===== src/rtl/stopwatch_display_pkg.sv =====
// Shared constants and types for the MM:SS stopwatch and its seven-segment scanner.
package stopwatch_display_pkg;

  localparam int unsigned NUM_DIGITS = 4;
  localparam int unsigned BCD_W      = 4;
  localparam int unsigned SEG_W      = 7;
  localparam int unsigned IDX_W      = 2;

  // Active-high segment patterns, bit order {g,f,e,d,c,b,a}
  localparam logic [SEG_W-1:0] SEG_0     = 7'b0111111;
  localparam logic [SEG_W-1:0] SEG_1     = 7'b0000110;
  localparam logic [SEG_W-1:0] SEG_2     = 7'b1011011;
  localparam logic [SEG_W-1:0] SEG_3     = 7'b1001111;
  localparam logic [SEG_W-1:0] SEG_4     = 7'b1100110;
  localparam logic [SEG_W-1:0] SEG_5     = 7'b1101101;
  localparam logic [SEG_W-1:0] SEG_6     = 7'b1111101;
  localparam logic [SEG_W-1:0] SEG_7     = 7'b0000111;
  localparam logic [SEG_W-1:0] SEG_8     = 7'b1111111;
  localparam logic [SEG_W-1:0] SEG_9     = 7'b1101111;
  localparam logic [SEG_W-1:0] SEG_BLANK = 7'b0000000;

  typedef struct packed {
    logic [BCD_W-1:0] min_t;
    logic [BCD_W-1:0] min_u;
    logic [BCD_W-1:0] sec_t;
    logic [BCD_W-1:0] sec_u;
  } bcd_time_t;

  typedef enum logic {
    ST_STOPPED = 1'b0,
    ST_RUNNING = 1'b1
  } run_state_t;

endpackage


===== src/rtl/stopwatch_display_bcd_to_seg7.sv =====
// Combinational BCD to active-high seven-segment decoder; non-BCD codes blank the digit.
module bcd_to_seg7
  import stopwatch_display_pkg::*;
(
  input  logic [BCD_W-1:0] i_bcd,
  output logic [SEG_W-1:0] o_seg_c
);

  always_comb begin
    o_seg_c = SEG_BLANK;
    case (i_bcd)
      4'd0: o_seg_c = SEG_0;
      4'd1: o_seg_c = SEG_1;
      4'd2: o_seg_c = SEG_2;
      4'd3: o_seg_c = SEG_3;
      4'd4: o_seg_c = SEG_4;
      4'd5: o_seg_c = SEG_5;
      4'd6: o_seg_c = SEG_6;
      4'd7: o_seg_c = SEG_7;
      4'd8: o_seg_c = SEG_8;
      4'd9: o_seg_c = SEG_9;
      default: o_seg_c = SEG_BLANK;
    endcase
  end

endmodule


===== src/rtl/stopwatch_display.sv =====
// MM:SS stopwatch counting on 1 Hz rises, scanning a 4-digit common-anode display on 500 Hz rises.
module stopwatch_display
  import stopwatch_display_pkg::*;
#(
  parameter int unsigned MAX_MINUTES    = 59,
  parameter bit          SEG_ACTIVE_LOW = 1'b1
) (
  input  logic                  clock,
  input  logic                  reset_n,
  input  logic                  clock500Hz,
  input  logic                  Clock1Hz,
  input  logic                  startStop,
  input  logic                  clear,
  output logic [SEG_W-1:0]      seg,
  output logic [NUM_DIGITS-1:0] an,
  output logic                  dp,
  output logic                  running,
  output logic                  rollover
);

  localparam logic [BCD_W-1:0]      MAX_MIN_T = BCD_W'(MAX_MINUTES / 10);
  localparam logic [BCD_W-1:0]      MAX_MIN_U = BCD_W'(MAX_MINUTES % 10);
  localparam logic [NUM_DIGITS-1:0] AN_OFF    = SEG_ACTIVE_LOW ? 4'b1111 : 4'b0000;
  localparam logic [SEG_W-1:0]      SEG_OFF   = SEG_ACTIVE_LOW ? 7'b1111111 : 7'b0000000;
  localparam logic                  DP_OFF    = SEG_ACTIVE_LOW ? 1'b1 : 1'b0;
  localparam logic                  DP_ON     = SEG_ACTIVE_LOW ? 1'b0 : 1'b1;

  logic                  r_prev1;
  logic                  r_prev500;
  logic                  r_tick1;
  logic                  r_tick500;
  run_state_t            r_state;
  run_state_t            w_state_nxt;
  bcd_time_t             r_time;
  bcd_time_t             w_time_nxt;
  logic                  w_wrap;
  logic                  w_at_max;
  logic [IDX_W-1:0]      r_idx;
  logic                  r_rollover;
  logic [BCD_W-1:0]      w_digit;
  logic [SEG_W-1:0]      w_seg_c;
  logic [NUM_DIGITS-1:0] w_an_hot;
  logic [SEG_W-1:0]      r_seg;
  logic [NUM_DIGITS-1:0] r_an;
  logic                  r_dp;

  // History resets high so an input already high at release is not seen as a rise
  always_ff @(posedge clock or negedge reset_n) begin
    if (!reset_n) begin
      r_prev1   <= 1'b1;
      r_prev500 <= 1'b1;
      r_tick1   <= 1'b0;
      r_tick500 <= 1'b0;
    end else begin
      r_prev1   <= Clock1Hz;
      r_prev500 <= clock500Hz;
      r_tick1   <= Clock1Hz & ~r_prev1;
      r_tick500 <= clock500Hz & ~r_prev500;
    end
  end

  always_ff @(posedge clock or negedge reset_n) begin
    if (!reset_n) r_state <= ST_STOPPED;
    else          r_state <= w_state_nxt;
  end

  always_comb begin
    w_state_nxt = r_state;
    if (startStop) begin
      w_state_nxt = (r_state == ST_RUNNING) ? ST_STOPPED : ST_RUNNING;
    end
  end

  // Minutes ceiling also caps at 59 so the tens digit can never leave 0..5
  assign w_at_max = (r_time.sec_t == 4'd5) && (r_time.sec_u == 4'd9) &&
                    (((r_time.min_t == MAX_MIN_T) && (r_time.min_u == MAX_MIN_U)) ||
                     ((r_time.min_t == 4'd5) && (r_time.min_u == 4'd9)));

  always_comb begin
    w_time_nxt = r_time;
    w_wrap     = 1'b0;
    if (clear) begin
      w_time_nxt = '0;
    end else if (r_tick1 && (r_state == ST_RUNNING)) begin
      if (w_at_max) begin
        w_time_nxt = '0;
        w_wrap     = 1'b1;
      end else if (r_time.sec_u != 4'd9) begin
        w_time_nxt.sec_u = r_time.sec_u + 4'd1;
      end else begin
        w_time_nxt.sec_u = 4'd0;
        if (r_time.sec_t != 4'd5) begin
          w_time_nxt.sec_t = r_time.sec_t + 4'd1;
        end else begin
          w_time_nxt.sec_t = 4'd0;
          if (r_time.min_u != 4'd9) begin
            w_time_nxt.min_u = r_time.min_u + 4'd1;
          end else begin
            w_time_nxt.min_u = 4'd0;
            w_time_nxt.min_t = r_time.min_t + 4'd1;
          end
        end
      end
    end
  end

  always_ff @(posedge clock or negedge reset_n) begin
    if (!reset_n) begin
      r_time     <= '0;
      r_rollover <= 1'b0;
      r_idx      <= '0;
    end else begin
      r_time     <= w_time_nxt;
      r_rollover <= w_wrap;
      if (r_tick500) r_idx <= r_idx + 2'd1;
    end
  end

  always_comb begin
    w_digit = r_time.sec_u;
    case (r_idx)
      2'd0: w_digit = r_time.sec_u;
      2'd1: w_digit = r_time.sec_t;
      2'd2: w_digit = r_time.min_u;
      2'd3: w_digit = r_time.min_t;
      default: w_digit = r_time.sec_u;
    endcase
  end

  bcd_to_seg7 u_dec (
    .i_bcd   (w_digit),
    .o_seg_c (w_seg_c)
  );

  assign w_an_hot = NUM_DIGITS'(4'b0001 << r_idx);

  // Display pins follow index/counter changes one cycle later
  always_ff @(posedge clock or negedge reset_n) begin
    if (!reset_n) begin
      r_an  <= AN_OFF;
      r_seg <= SEG_OFF;
      r_dp  <= DP_OFF;
    end else begin
      r_an  <= SEG_ACTIVE_LOW ? ~w_an_hot : w_an_hot;
      r_seg <= SEG_ACTIVE_LOW ? ~w_seg_c : w_seg_c;
      r_dp  <= (r_idx == 2'd2) ? DP_ON : DP_OFF;
    end
  end

  assign seg      = r_seg;
  assign an       = r_an;
  assign dp       = r_dp;
  assign running  = (r_state == ST_RUNNING);
  assign rollover = r_rollover;

endmodule


===== config.mk =====
export PLATFORM = sky130hd
export DESIGN_NAME = stopwatch_display
export DESIGN_NICKNAME = d
export VERILOG_FILES = /design/src/rtl/stopwatch_display_pkg.sv /design/src/rtl/stopwatch_display_bcd_to_seg7.sv /design/src/rtl/stopwatch_display.sv
export SDC_FILE = /design/constraint.sdc
export NUM_CORES = 1
export LEC_CHECK = 0
export CORE_MARGIN = 5
export CORE_UTILIZATION = 50
export CTS_BUF_LIST = sky130_fd_sc_hd__clkbuf_8
export CTS_CLUSTER_SIZE = 14
export DETAILED_ROUTE_END_ITERATION = 16
export PLACE_DENSITY = 0.74
export SETUP_SLACK_MARGIN = 0.02
export SLEW_MARGIN = 20
export SYNTH_ARGS = -nofsm -noshare
export SYNTH_HDL_FRONTEND = slang
export SYNTH_SLANG_ARGS = --single-unit

===== constraint.sdc =====
create_clock -name clock -period 2.25 [get_ports clock]
set_input_delay 0.225 -clock clock [delete_from_list [all_inputs] [get_ports clock]]
set_output_delay 0.225 -clock clock [all_outputs]
set_load 0.02 [all_outputs]

==> impl_results.md, run 1 <==
- Final hold vios: 0
- Max-Cap Viols: 0
- Gp weighted congestion: 0.842
- VDD IR max: 0.475 mV
- Setup TNS: 0 ns
- Type of destination of the critical path: flip-flop
- Routed WL: 3660 um
- # DRC: 0
- All-Layer GR Usage: 15.8%
- Vias in the first global route: 1,365
- Largest net degree at the start of global routing: 36
- Leakage: 0.922 nW
- Sequential cell area: 892 um^2
- Die Ht: 70.8 um
- HP Class: input pin to asynchronous set/reset pin
- Most used DFF post-synth: dfrtp_1
- Post-DP HPWL: 2620 um
- Slew Limit Fails: 0
- FF-to-FF End: seg[3]$_DFF_PN1_
- Pre-antenna DRT Iters: 4
- Period utilization: 95.3%
- EDFF count, synth: 0
- CP startpoint kind: flip-flop
- Rows: 22
- Fin util: 60.6%
- Io pins: 20
- Post-CTS Setup Bufs: 0
- Crit path arrival time: 2.33 ns
- Non-filler instance count after layout: 246
- Yosys reg bits: 35
- Clk Latency, worst-skew pair: 0.28 ns
- Ys async rst share: 100%
- Endpoints failing setup: 0
- Clk root buf: clkbuf_8
- Relative slew slack: 63.6%
- Via-to-Cell Ratio: 5.54
- Drt initial violations: 71
- CTS Sinks: 35
- Initial antenna violation count: 0
- Yosys cell types: 41
- Initial Util: 51.2%
- CTS tree: built
- Die area: 0.00501 mm^2
- Total grt overflow: 0
- Worst reg-to-reg setup slack: 0.11 ns
- Synthesized area: 0.00185 mm^2
- DR WL/cell: 14.9 um
- Critical-path cell list: inv_1 > ha_2 > a222oi_1 > mux2i_4 > nor3_1 > a21oi_1
- Core Region: 0.00361 mm^2
- Max frequency: 466 MHz
- Reg2reg start: r_idx[1]$_DFFE_PN0P_
- Critical Path Slowest Stage Cell: a222oi_1
- Area of the multi-input gates: 865 um^2
- CTS clk-pin slew, worst paths: 0.07 ns
- Path depth of the worst reg2reg path: 6
- CTS max path bufs: 2
- N_diodes: 0
- Synth warn: 0
- Commonest non-fill, non-tap cell in the layout: dfrtp_1
- H-tree depth: 2
- Slew @ Worst Pin: 0.542 ns
- Nets: 221
- Final setup skew: 0.00348 ns
- First-pass GRT wire length: 6270 um
- Largest delay share family, worst path: compound AO/OA/AOI/OAI gates
- Req. time, crit path: 2.44 ns
- DP Cell Count: 238
- Antenna Nets Post-Route: 0
- Fraction of layout cells with a size suffix above 1: 15.7%
- RSZ-0062 raised after global routing: true
- CTS buffer count: 5
- Crit-path max FO: 10
- Register area share after synthesis: 48.3%
- Syn_nets: 200
- Fillers: 308
- Layout area overhead: 18.3%
- Port bufs: 19
- Avg Inst Size Synth: 10.5 um^2
- Die X: 70.8 um
- Critical path class: flip-flop to flip-flop
- Syn Inst Count: 176
- CP max stage delay: 0.52 ns
- PwrDens: 906 mW/mm^2
- Buf/Inv on CP: 1
- Outcome: complete, no violations
- Fin crit period: 2.14 ns
- Most frequent cells in the layout: dfrtp_1 (22), inv_1 (20), clkdlybuf4s50_1 (19)
- Via count: 1,363
area by class of cell:
type	instances	area share (%)
clock buffers	6	3.78
inverters	19	3.26
repair buffers	21	9.39
flip-flops and latches	35	40.8
multi-input cells	115	39.6
clock inverters	2	0.401
well taps	48	2.75
cell families after synthesis:
kind of cell / synth area share [%]
AO/OA/AOI/OAI: 13.3
XOR/XNOR: 0.949
adder cells (fa/ha/maj): 12.2
buffers and inverters: 5.96
flip-flops: 48.3
multiplexers: 5.28
AND/OR/NAND/NOR: 14.0
worst max path at each step:
stage / startpoint / to / slack (ns) / cells after the start
after floorplan: r_idx[0]$_DFFE_PN0P_ / seg[4]$_DFF_PN1_ / 0.32 / 6
after global placement: r_idx[1]$_DFFE_PN0P_ / seg[6]$_DFF_PN1_ / 0.27 / 6
after detailed placement: r_idx[1]$_DFFE_PN0P_ / seg[0]$_DFF_PN1_ / 0.15 / 6
after CTS: r_idx[1]$_DFFE_PN0P_ / seg[0]$_DFF_PN1_ / 0.14 / 6
after global routing: r_idx[1]$_DFFE_PN0P_ / seg[2]$_DFF_PN1_ / -0.03 / 6
final: r_idx[1]$_DFFE_PN0P_ / seg[3]$_DFF_PN1_ / 0.11 / 6
routing by layer:
layer | vias to the layer above | part of all wire, % | global-route usage, %
met5 | - | 0 | 0
met4 | 0 | 1.4 | 6.26
met3 | 8 | 3.3 | 4.69
met2 | 26 | 51 | 26.5
met1 | 669 | 45 | 18.9
li1 | 660 | - | -
sequential cells by signal, summed over array words and instances (netlist names):
register	count
rollover	1
r_prev500	1
running	1
r_tick1	1
r_time	16
an	3
dp	1
r_tick500	1
r_idx	2
r_prev1	1
seg	7
worst register-to-register path, stage by stage (launching register included):
cell and delay [ns]:
dfrtp_1 0.40, inv_1 0.11, ha_2 0.22, a222oi_1 0.52, mux2i_4 0.23, nor3_1 0.48
a21oi_1 0.10
stage by stage:
step	worst slack, ns	hold WS (ns)	power, mW	area (um^2)
finish	0.106	0.344	1.98	2180
global route	-0.0298	0.343	2.11	2180
CTS	0.140	0.349	1.98	2160
detailed placement	0.151	0.473	1.51	2070
global placement	0.273	0.469	1.49	2070
floorplan	0.316	-0.0706	1.26	1850
synthesized netlist by cell type (3+ instances only):
cell	number	share of area (%)
dfrtp_1	22	30
o21ai_0	5	1.4
a222oi_1	4	2.2
inv_1	19	3.9
nand3_1	5	1.4
a21oi_1	14	3.8
dfstp_2	13	18
mux2_2	3	1.8
nor3_1	5	1.4
nand2_1	15	3.0
mux2i_1	5	2.7
and3b_1	3	1.4
buf_4	3	1.2
nor2_1	6	1.2
ha_1	18	12
clkbuf_1	3	0.61
report_power, final:
group	total [mW]	leakage, nW	internal [mW]	switching, mW
logic	0.657	0.439	0.298	0.358
clock network	0.454	0.0524	0.242	0.211
registers	0.869	0.431	0.791	0.0788
what timing repair did:
action,CTS,global route
hold buffers,0,0
endpoints found under the setup margin,0,6
endpoints found under the hold margin,0,0
resized for setup,0,5
Note: power is estimated with default switching activity, not from simulation.
==> run 2, diff against run 1 <==
--- a/config.mk
+++ b/config.mk
@@ -12,7 +12,7 @@
 export DETAILED_ROUTE_END_ITERATION = 16
 export PLACE_DENSITY = 0.74
 export SETUP_SLACK_MARGIN = 0.02
-export SLEW_MARGIN = 20
+export SLEW_MARGIN = 40
 export SYNTH_ARGS = -nofsm -noshare
 export SYNTH_HDL_FRONTEND = slang
 export SYNTH_SLANG_ARGS = --single-unit
==> results of run 2 <==
Same layout as run 1: the final DEF is identical, and so are final timing and power.
